===== src/rtl/pipelined_control_unit.sv =====
// Pipelined RV32I control path: decode in D, registered control words through E, M and W.
// Optional build macro PCU_BRANCH_EXT_EN enables bne/blt/bge resolution using NegE.
module pipelined_control_unit #(
    parameter int ALU_CTRL_W = 3
) (
    input  logic                  CLK,
    input  logic                  RST,
    input  logic [6:0]            OP,
    input  logic [2:0]            funct3,
    input  logic                  funct7,
    input  logic                  FlushE,
    input  logic                  ZeroE,
    input  logic                  NegE,
    output logic [1:0]            ImmSrcD,
    output logic                  IllegalD,
    output logic [ALU_CTRL_W-1:0] ALUControlE,
    output logic                  ALUSrcE,
    output logic                  ResultSrcE0,
    output logic                  PCSrcE,
    output logic                  RegWriteM,
    output logic                  MemWriteM,
    output logic [1:0]            ResultSrcM,
    output logic                  RegWriteW,
    output logic [1:0]            ResultSrcW
);

    localparam logic [6:0] OP_LW  = 7'b0000011;
    localparam logic [6:0] OP_SW  = 7'b0100011;
    localparam logic [6:0] OP_R   = 7'b0110011;
    localparam logic [6:0] OP_I   = 7'b0010011;
    localparam logic [6:0] OP_BR  = 7'b1100011;
    localparam logic [6:0] OP_JAL = 7'b1101111;

    localparam logic [3:0] ALU_ADD  = 4'b0000;
    localparam logic [3:0] ALU_SUB  = 4'b0001;
    localparam logic [3:0] ALU_AND  = 4'b0010;
    localparam logic [3:0] ALU_OR   = 4'b0011;
    localparam logic [3:0] ALU_XOR  = 4'b0100;
    localparam logic [3:0] ALU_SLT  = 4'b0101;
    localparam logic [3:0] ALU_SLL  = 4'b0110;
    localparam logic [3:0] ALU_SRL  = 4'b0111;
    localparam logic [3:0] ALU_SRA  = 4'b1000;
    localparam logic [3:0] ALU_SLTU = 4'b1001;

    // Decode-stage control word
    logic                  reg_write_d;
    logic [1:0]            result_src_d;
    logic                  mem_write_d;
    logic                  jump_d;
    logic                  branch_d;
    logic [3:0]            alu_code_d;
    logic [ALU_CTRL_W-1:0] alu_ctrl_d;
    logic                  alu_src_d;
    logic                  ext_op_d;
    logic                  branch_ok_d;

    // Execute-stage registers
    logic                  reg_write_e;
    logic [1:0]            result_src_e;
    logic                  mem_write_e;
    logic                  jump_e;
    logic                  branch_e;
    logic [ALU_CTRL_W-1:0] alu_ctrl_e;
    logic                  alu_src_e;
    logic [2:0]            funct3_e;
    logic                  taken_e;

    // Memory and Writeback registers
    logic                  reg_write_m;
    logic [1:0]            result_src_m;
    logic                  mem_write_m;
    logic                  reg_write_w;
    logic [1:0]            result_src_w;

    logic                  unused_alu_msb;

`ifdef PCU_BRANCH_EXT_EN
    assign branch_ok_d = (funct3 == 3'b000) || (funct3 == 3'b001) ||
                         (funct3 == 3'b100) || (funct3 == 3'b101);
`else
    assign branch_ok_d = (funct3 == 3'b000);
`endif

    always_comb begin
        reg_write_d  = 1'b0;
        result_src_d = 2'b00;
        mem_write_d  = 1'b0;
        jump_d       = 1'b0;
        branch_d     = 1'b0;
        alu_code_d   = ALU_ADD;
        alu_src_d    = 1'b0;
        ImmSrcD      = 2'b00;
        IllegalD     = 1'b0;
        ext_op_d     = 1'b0;
        case (OP)
            OP_LW: begin
                reg_write_d  = 1'b1;
                alu_src_d    = 1'b1;
                result_src_d = 2'b01;
            end
            OP_SW: begin
                mem_write_d = 1'b1;
                alu_src_d   = 1'b1;
                ImmSrcD     = 2'b01;
            end
            OP_R, OP_I: begin
                reg_write_d = 1'b1;
                alu_src_d   = (OP == OP_I);
                // funct7 only distinguishes sub (R-type) and sra/srai
                case (funct3)
                    3'b000: alu_code_d = (OP[5] && funct7) ? ALU_SUB : ALU_ADD;
                    3'b001: begin alu_code_d = ALU_SLL;  ext_op_d = 1'b1; end
                    3'b010: alu_code_d = ALU_SLT;
                    3'b011: begin alu_code_d = ALU_SLTU; ext_op_d = 1'b1; end
                    3'b100: begin alu_code_d = ALU_XOR;  ext_op_d = 1'b1; end
                    3'b101: begin
                        alu_code_d = funct7 ? ALU_SRA : ALU_SRL;
                        ext_op_d   = 1'b1;
                    end
                    3'b110: alu_code_d = ALU_OR;
                    default: alu_code_d = ALU_AND;
                endcase
                // Legacy ALU cannot execute these: suppress all architectural side effects
                if (ALU_CTRL_W < 4 && ext_op_d) begin
                    alu_code_d  = ALU_ADD;
                    reg_write_d = 1'b0;
                    IllegalD    = 1'b1;
                end
            end
            OP_BR: begin
                branch_d   = 1'b1;
                alu_code_d = ALU_SUB;
                ImmSrcD    = 2'b10;
                IllegalD   = !branch_ok_d;
            end
            OP_JAL: begin
                jump_d       = 1'b1;
                reg_write_d  = 1'b1;
                result_src_d = 2'b10;
                ImmSrcD      = 2'b11;
            end
            default: IllegalD = 1'b1;
        endcase
    end

    assign alu_ctrl_d     = alu_code_d[ALU_CTRL_W-1:0];
    assign unused_alu_msb = alu_code_d[3];

    always_ff @(posedge CLK) begin
        if (RST || FlushE) begin
            reg_write_e  <= 1'b0;
            result_src_e <= 2'b00;
            mem_write_e  <= 1'b0;
            jump_e       <= 1'b0;
            branch_e     <= 1'b0;
            alu_ctrl_e   <= '0;
            alu_src_e    <= 1'b0;
            funct3_e     <= 3'b000;
        end else begin
            reg_write_e  <= reg_write_d;
            result_src_e <= result_src_d;
            mem_write_e  <= mem_write_d;
            jump_e       <= jump_d;
            branch_e     <= branch_d;
            alu_ctrl_e   <= alu_ctrl_d;
            alu_src_e    <= alu_src_d;
            funct3_e     <= funct3;
        end
    end

`ifdef PCU_BRANCH_EXT_EN
    always_comb begin
        case (funct3_e)
            3'b000:  taken_e = ZeroE;
            3'b001:  taken_e = !ZeroE;
            3'b100:  taken_e = NegE;
            3'b101:  taken_e = !NegE;
            default: taken_e = 1'b0;
        endcase
    end
`else
    logic [3:0] unused_branch_ext;
    assign unused_branch_ext = {NegE, funct3_e};
    assign taken_e = ZeroE;
`endif

    assign PCSrcE = jump_e | (branch_e & taken_e);

    always_ff @(posedge CLK) begin
        if (RST) begin
            reg_write_m  <= 1'b0;
            result_src_m <= 2'b00;
            mem_write_m  <= 1'b0;
            reg_write_w  <= 1'b0;
            result_src_w <= 2'b00;
        end else begin
            reg_write_m  <= reg_write_e;
            result_src_m <= result_src_e;
            mem_write_m  <= mem_write_e;
            reg_write_w  <= reg_write_m;
            result_src_w <= result_src_m;
        end
    end

    assign ALUControlE = alu_ctrl_e;
    assign ALUSrcE     = alu_src_e;
    assign ResultSrcE0 = result_src_e[0];
    assign RegWriteM   = reg_write_m;
    assign MemWriteM   = mem_write_m;
    assign ResultSrcM  = result_src_m;
    assign RegWriteW   = reg_write_w;
    assign ResultSrcW  = result_src_w;

endmodule


===== config.mk =====
export PLATFORM = sky130hd
export DESIGN_NAME = pipelined_control_unit
export DESIGN_NICKNAME = d
export VERILOG_FILES = /design/src/rtl/pipelined_control_unit.sv
export SDC_FILE = /design/constraint.sdc
export NUM_CORES = 1
export LEC_CHECK = 0
export CORE_AREA = 2 2 42 44
export CTS_CLUSTER_SIZE = 20
export DETAILED_ROUTE_END_ITERATION = 12
export DIE_AREA = 0 0 44 46
export GPL_TIMING_DRIVEN = 0
export PLACE_DENSITY = 0.77
export RECOVER_POWER = 100
export SYNTH_ARGS = -nofsm -noshare
export SYNTH_HDL_FRONTEND = slang
export SYNTH_SLANG_ARGS = --single-unit

===== constraint.sdc =====
create_clock -name CLK -period 3.96 [get_ports CLK]
set_clock_uncertainty 0.15 [all_clocks]
set_input_delay 0.792 -clock CLK [delete_from_list [all_inputs] [get_ports CLK]]
set_output_delay 0.792 -clock CLK [all_outputs]
set_load 0.005 [all_outputs]

==> out/summary.txt <==
status = completed
register area = 320 µm²
global route overflow = 0
total clock sinks = 16
clock share of power = 35.3%
Sequential Power Share = 55.7%
CTS Root Cell = clkbuf_4
Final Setup Violations = 0
CTS tree = built
FF-to-FF path depth = 1
Critical Path Start Type = primary input
hold crit path type = reg2reg
worst vdd ir = 0.158 mV
RSZ-0062 raised after global routing = false
Slew Limit Fails = 0
crit path DAT = 2.74 ns
worst hold path depth = 1
CTS resizes = 0
vias in the first global route = 494
final core occ = 55.6%
initial core utilization = 35.0%
largest net degree at the start of global routing = 11
DP HPWL = 902 µm
Worst setup EP type = output port
DIE WIDTH = 44 µm
Max Cap Viol = 0
Final Cycle Share = 93.0%
post-synthesis sequential area ratio = 56.6%
CTS buffer count = 3
Fmax achieved = 272 MHz
clk slew on worst S/H paths = 0.09 ns
CP Data Required Time = 3.02 ns
Core Area = 0.00161 mm²
area of the multi-input gates = 218 µm²
P&R area growth vs syn = 58.6%
first-pass GRT wire length = 1960 µm
# H-tree levels = 1
CP Max Fanout = 7
synth top area cells = dfxtp_1, nor2b_1, nand4bb_4
Hold Path End = MemWriteM
nets@finish = 107
Ys Warns = 0
cts hold-fix bufs = 0
Critical R2R Launch = ResultSrcM[0]
P per Cell Area = 322 mW/mm²
synthesis-stage register bit count = 16
postcts setup bufs = 0
Syn Nets = 73
Tmin final = 3.68 ns
share of cells above drive strength 1 = 4.44%
Ant. Diodes = 0
Die Span Y = 46 µm
Mapped Cells = 57
initial antenna violation count = 0
via count = 536
post-synth top area share = 56.6%
mean post-synth cell area = 9.92 µm²
worst-skew pair later-pin latency = 0.28 ns
Filler cells = 152
DIE AREA = 0.00202 mm²
Synth Cell Area = 566 µm²
max incr delay on CP = 0.62 ns
critical-path cell list = dlygate4sd3_1 > nand2b_1 > or4_1 > a21oi_1 > o21ai_1 > clkdlybuf4s50_1
Hold Startpoint = mem_write_e
worst r2r dst = ResultSrcW[0]
vias per cell = 5.01
wire per inst = 10.4 µm
Slew headroom = 73.7%
NetSw = 0.0575 mW
final setup TNS = 0 ns
Final Hold Viols = 0
CTS Buffer Depth = 2
routed wire length = 1110 µm
Comb power frac = 9.0%
LEAKAGE = 0.388 nW
Initial DRC Count = 8
Worst Tran Pin Value = 0.394 ns
synth unique cells = 19
crit path kind = in2out
r2r setup slk = 3.26 ns
GPL Wtd Cong = 0.828
Antenna Nets Post-Route = 0
GRT Util Overall = 13.8%
I/O pin cnt = 32
internal power = 0.232 mW
row cnt = 15
Switching Share = 19.9%
number of port buffers = 29
slowest CP cell = dlygate4sd3_1
Remaining DRCs = 0
first-pass detailed-route iteration total = 4
area leader, netlist = dfxtp_1
[area by class of cell]
class / instances / area share [%]
inverters: 2 / 0.837
flip-flops and latches: 16 / 35.7
repair buffers: 29 / 32.4
multi-input cells: 38 / 24.3
clock buffers: 4 / 4.04
plain buffers: 1 / 0.418
well taps: 17 / 2.37
[registers in the layout (all words and copies together), names as in the netlist]
signal        count
ResultSrcW        2
result_src_e      2
RegWriteM         1
ALUSrcE           1
MemWriteM         1
ALUControlE       3
RegWriteW         1
mem_write_e       1
reg_write_e       1
branch_e          1
ResultSrcM        2
[placed cells by master (no fill, tap or decap), types with 2 or more instances in the layout]
cell type	n
nand2_1	3
dfxtp_1	16
nand2b_1	2
clkdlybuf4s50_1	11
clkbuf_4	3
a21oi_1	5
nor2_1	6
nor2b_1	7
nor3_1	3
dlygate4sd3_1	18
nor4_1	2
inv_1	2
a31oi_1	2
[synthesized netlist by cell type (all sizes together)]
| cell | number |
|---|---|
| a21o | 1 |
| nand2 | 3 |
| inv | 2 |
| o21ai | 1 |
| nand4 | 1 |
| a31oi | 2 |
| or4b | 1 |
| nor3 | 3 |
| nand2b | 2 |
| nor4 | 2 |
| or4 | 1 |
| o211ai | 1 |
| nor2 | 6 |
| dfxtp | 16 |
| nand3b | 1 |
| nor2b | 7 |
| nand4bb | 1 |
| a21oi | 5 |
| clkbuf | 1 |
[worst max-delay path: cells and delay by family]
| kind | cells | cell delay, ns |
|---|---|---|
| buf+inv | 2 | 1.08 |
| simple gates | 2 | 0.64 |
| compound gates | 2 | 0.23 |
[through the flow]
stage          instance area (µm²)  instances  total power, mW  hold WS, ns  setup WS [ns]
6_report                       897        107            0.289        0.294          0.277
5_1_grt                        897        107            0.306        0.311          0.164
4_1_cts                        913        107            0.296        0.294          0.379
3_5_place_dp                   877        103            0.193        0.272          0.392
3_3_place_gp                   877        103            0.193        0.267          0.390
2_1_floorplan                  566         57            0.173        0.264           1.46
[power groups by stage]
| stage | clock, mW | combinational (mW) | sequential (mW) |
|---|---|---|---|
| after floorplan | 0 | 0.00826 | 0.165 |
| after global placement | 0 | 0.0276 | 0.165 |
| after detailed placement | 0 | 0.0284 | 0.165 |
| after CTS | 0.106 | 0.0285 | 0.161 |
| after global routing | 0.116 | 0.0285 | 0.161 |
| final | 0.102 | 0.0260 | 0.161 |
[cells by family (layout without fill, tap and decap cells)]
family | Yosys count | in the layout | synth area share (%)
AOI/OAI and AO/OA | 10 | 10 | 10.2
buffers and inverters | 3 | 36 | 1.99
DFF | 16 | 16 | 56.6
and+or+nand+nor | 28 | 28 | 31.2
[worst max path at each step]
stage / start / end / slack [ns] / cells after the start
finish: OP[4] / IllegalD / 0.28 / 6
global route: OP[4] / IllegalD / 0.16 / 6
CTS: OP[4] / IllegalD / 0.38 / 6
detailed placement: OP[4] / IllegalD / 0.39 / 6
global placement: OP[4] / IllegalD / 0.39 / 6
floorplan: OP[4] / IllegalD / 1.46 / 4
[layer usage]
layer	GRT usage [%]	part of all wire (%)
met5	0	0
met4	12.7	3.6
met3	5.56	7.5
met2	19.7	46
met1	15.7	43
No activity file was read; power rests on OpenSTA's default activity.
==> variant: new RTL, same flow settings <==
Add a define of `PCU_BRANCH_EXT_EN`.
--- a/src/rtl/pipelined_control_unit.sv
+++ b/src/rtl/pipelined_control_unit.sv
@@ -1,4 +1,6 @@
 // Pipelined RV32I control path: decode in D, registered control words through E, M and W.
 // Optional build macro PCU_BRANCH_EXT_EN enables bne/blt/bge resolution using NegE.
+`define PCU_BRANCH_EXT_EN
+
 module pipelined_control_unit #(
     parameter int ALU_CTRL_W = 3
Check against the original RTL: not equivalent (a bounded check fails within 4 cycles, from zero or initial values and one cycle with RST high).
==> variant against the unedited design <==
- total power rose by 9.9%
- design area increased by 15%
- routed wire length rose by 20%
- synthesized cell count grew 19%
- setup slack got worse by 32 ps
- combinational power up 29%
- sequential cell count rose by 3
- synthesized area grew 23%
==> variant: results (changes against the unedited design) <==
The distinct cell type count after synthesis was 25 (+6); the reported leakage power was 0.427 nW (+10%). The tools report the synthesized instance count as 68 (+19%). The path class of the lowest-slack min-delay path is reg2reg.

The number of antenna diodes is 0 (unchanged), and the number of nets in the layout is 120 (+12%). The maximum fanout encountered on the critical timing path works out to 5 (-2). The post-CTS setup buffer count came out at 0 (unchanged). The fraction of registers with async set/reset works out to 0% (unchanged). The number of input and output port buffers inserted is 31 (+6.9%).

The root buffer cell is clkbuf_4. Number of enable flip-flop cells after synthesis: 0 (unchanged). The number of warning messages in the yosys log is 0 (unchanged). The run gives 411 ps (+19.4 ps) as the worst slack at placement. For the total count of hold-check failures in the final report, the log shows 0 (unchanged).

Maximum level of the CTS H-tree: 1 (unchanged). For the sum of routed wire length over all layers, the log shows 1340 um (+20%). The global router's overall resource usage was 15.0% (+1.1 points). The final estimated routing congestion in global placement was 0.765 (-7.7%). Counting instances in the post-synthesis netlist gives the leading cell types as dfxtp_1 (19), nor2_1 (7), nor2b_1 (7). Clock-pin slew was measured on the worst setup and hold paths at 100 ps. The number of buffers created by CTS was 3 (unchanged); the total cell area at the placement stage was 1030 um^2 (+17%). The worst-margin pin slew works out to 451 ps (+57.6 ps). The run gives 280 ps (about the same) as the clock insertion delay at the later pin of the skew report. The global-route wire length before repair was 2120 um (+8.1%). The tools report the pin count of the biggest net entering global routing as 11 (unchanged). The flow ran to the end, and the final reports show no timing, DRC or antenna violations. The share of the yosys chip area belonging to registers is 54.5% (-2.2 points). The mean number of vias per cell was 4.98 (-0.69%); the number of nets with antenna violations after detailed routing was 0 (unchanged). The run gives 2 (unchanged) as the number of buffers on the longest clock path. The logs give 2770 ps (+30 ps) for the arrival time at the worst endpoint and 10 (+2) for the initial detailed-routing violation count. The number of global-route vias before repair was 507 (+2.6%).

The synthesized netlist net count was 84 (+15%); the first-pass iteration count of the detailed router was 4 (unchanged). For the number of gates resized after CTS, the log shows 0 (unchanged). The logs give 1080 um (+19%) for the detailed placer's ending HPWL and 0.190 mV (+21%) for the maximum vdd drop. The mean routed wirelength per cell is 11.1 um (+7.1%). The share of layout cells above drive strength 1 is 8.74% (+4.3 points). For this run, the leading register cell type out of synthesis is dfxtp_1. The initial antenna violation count is 0 (unchanged).

By area the synthesized netlist is led by dfxtp_1 (54%), nor2b_1 (6.3%), nor2_1 (3.8%).
variant: cell types whose count changed after synthesis, moves of 2 or more:
| cell | change |
|---|---|
| nand3_1 | +2 |
| and3_2 | +2 |
| xnor2_1 | +2 |
| a21oi_1 | -3 |
| and2_1 | +2 |
| dfxtp_1 | +3 |
| a31o_2 | +2 |
variant: cell families (layout without fill, tap and decap cells):
kind of cell	after synthesis	after routing	synth area share, %
mux	1	1	1.43
xor+xnor	2	2	2.51
buf+inv	3	38	1.61
flops	19	19	54.5
compound gates	8	8	8.07
simple gates	35	35	31.9
variant: layer usage:
metal	global-route usage, %	routed length (um)
met1	17.0	550
met2	25.3	646
met3	1.19	119
met4	12.7	19
met5	0	0
variant: area by class of cell:
cell class	count	area, um^2
Fill cell	141	583
Multi-Input combinational cell	46	282
Inverter	2	7.51
Tap cell	17	21.3
Clock buffer	4	26.3
Buffer	1	3.75
Sequential cell	19	380
Timing Repair Buffer	31	310
variant: report_power, final:
part | switching, W | total [W] | internal (W)
Clock | 0.0000523 | 0.0000914 | 0.0000391
Sequential | 0.000000490 | 0.000193 | 0.000192
Combinational | 0.0000147 | 0.0000335 | 0.0000188
variant: final timing paths:
check,from,to,slack [ps],cells after the start
setup / recovery,OP[6],IllegalD,250,6
hold / removal,reg_write_e,RegWriteM,310,1
setup reg to reg,result_src_e[1],ResultSrcM[1],3260,1
hold reg to reg,reg_write_e,RegWriteM,310,1
variant: worst max-delay path: stages:
cell and delay, ps:
clkdlybuf4s50_1 460, or3_1 460, nor2_4 110, a31oi_1 120, a22o_1 250, dlygate4sd3_1 570
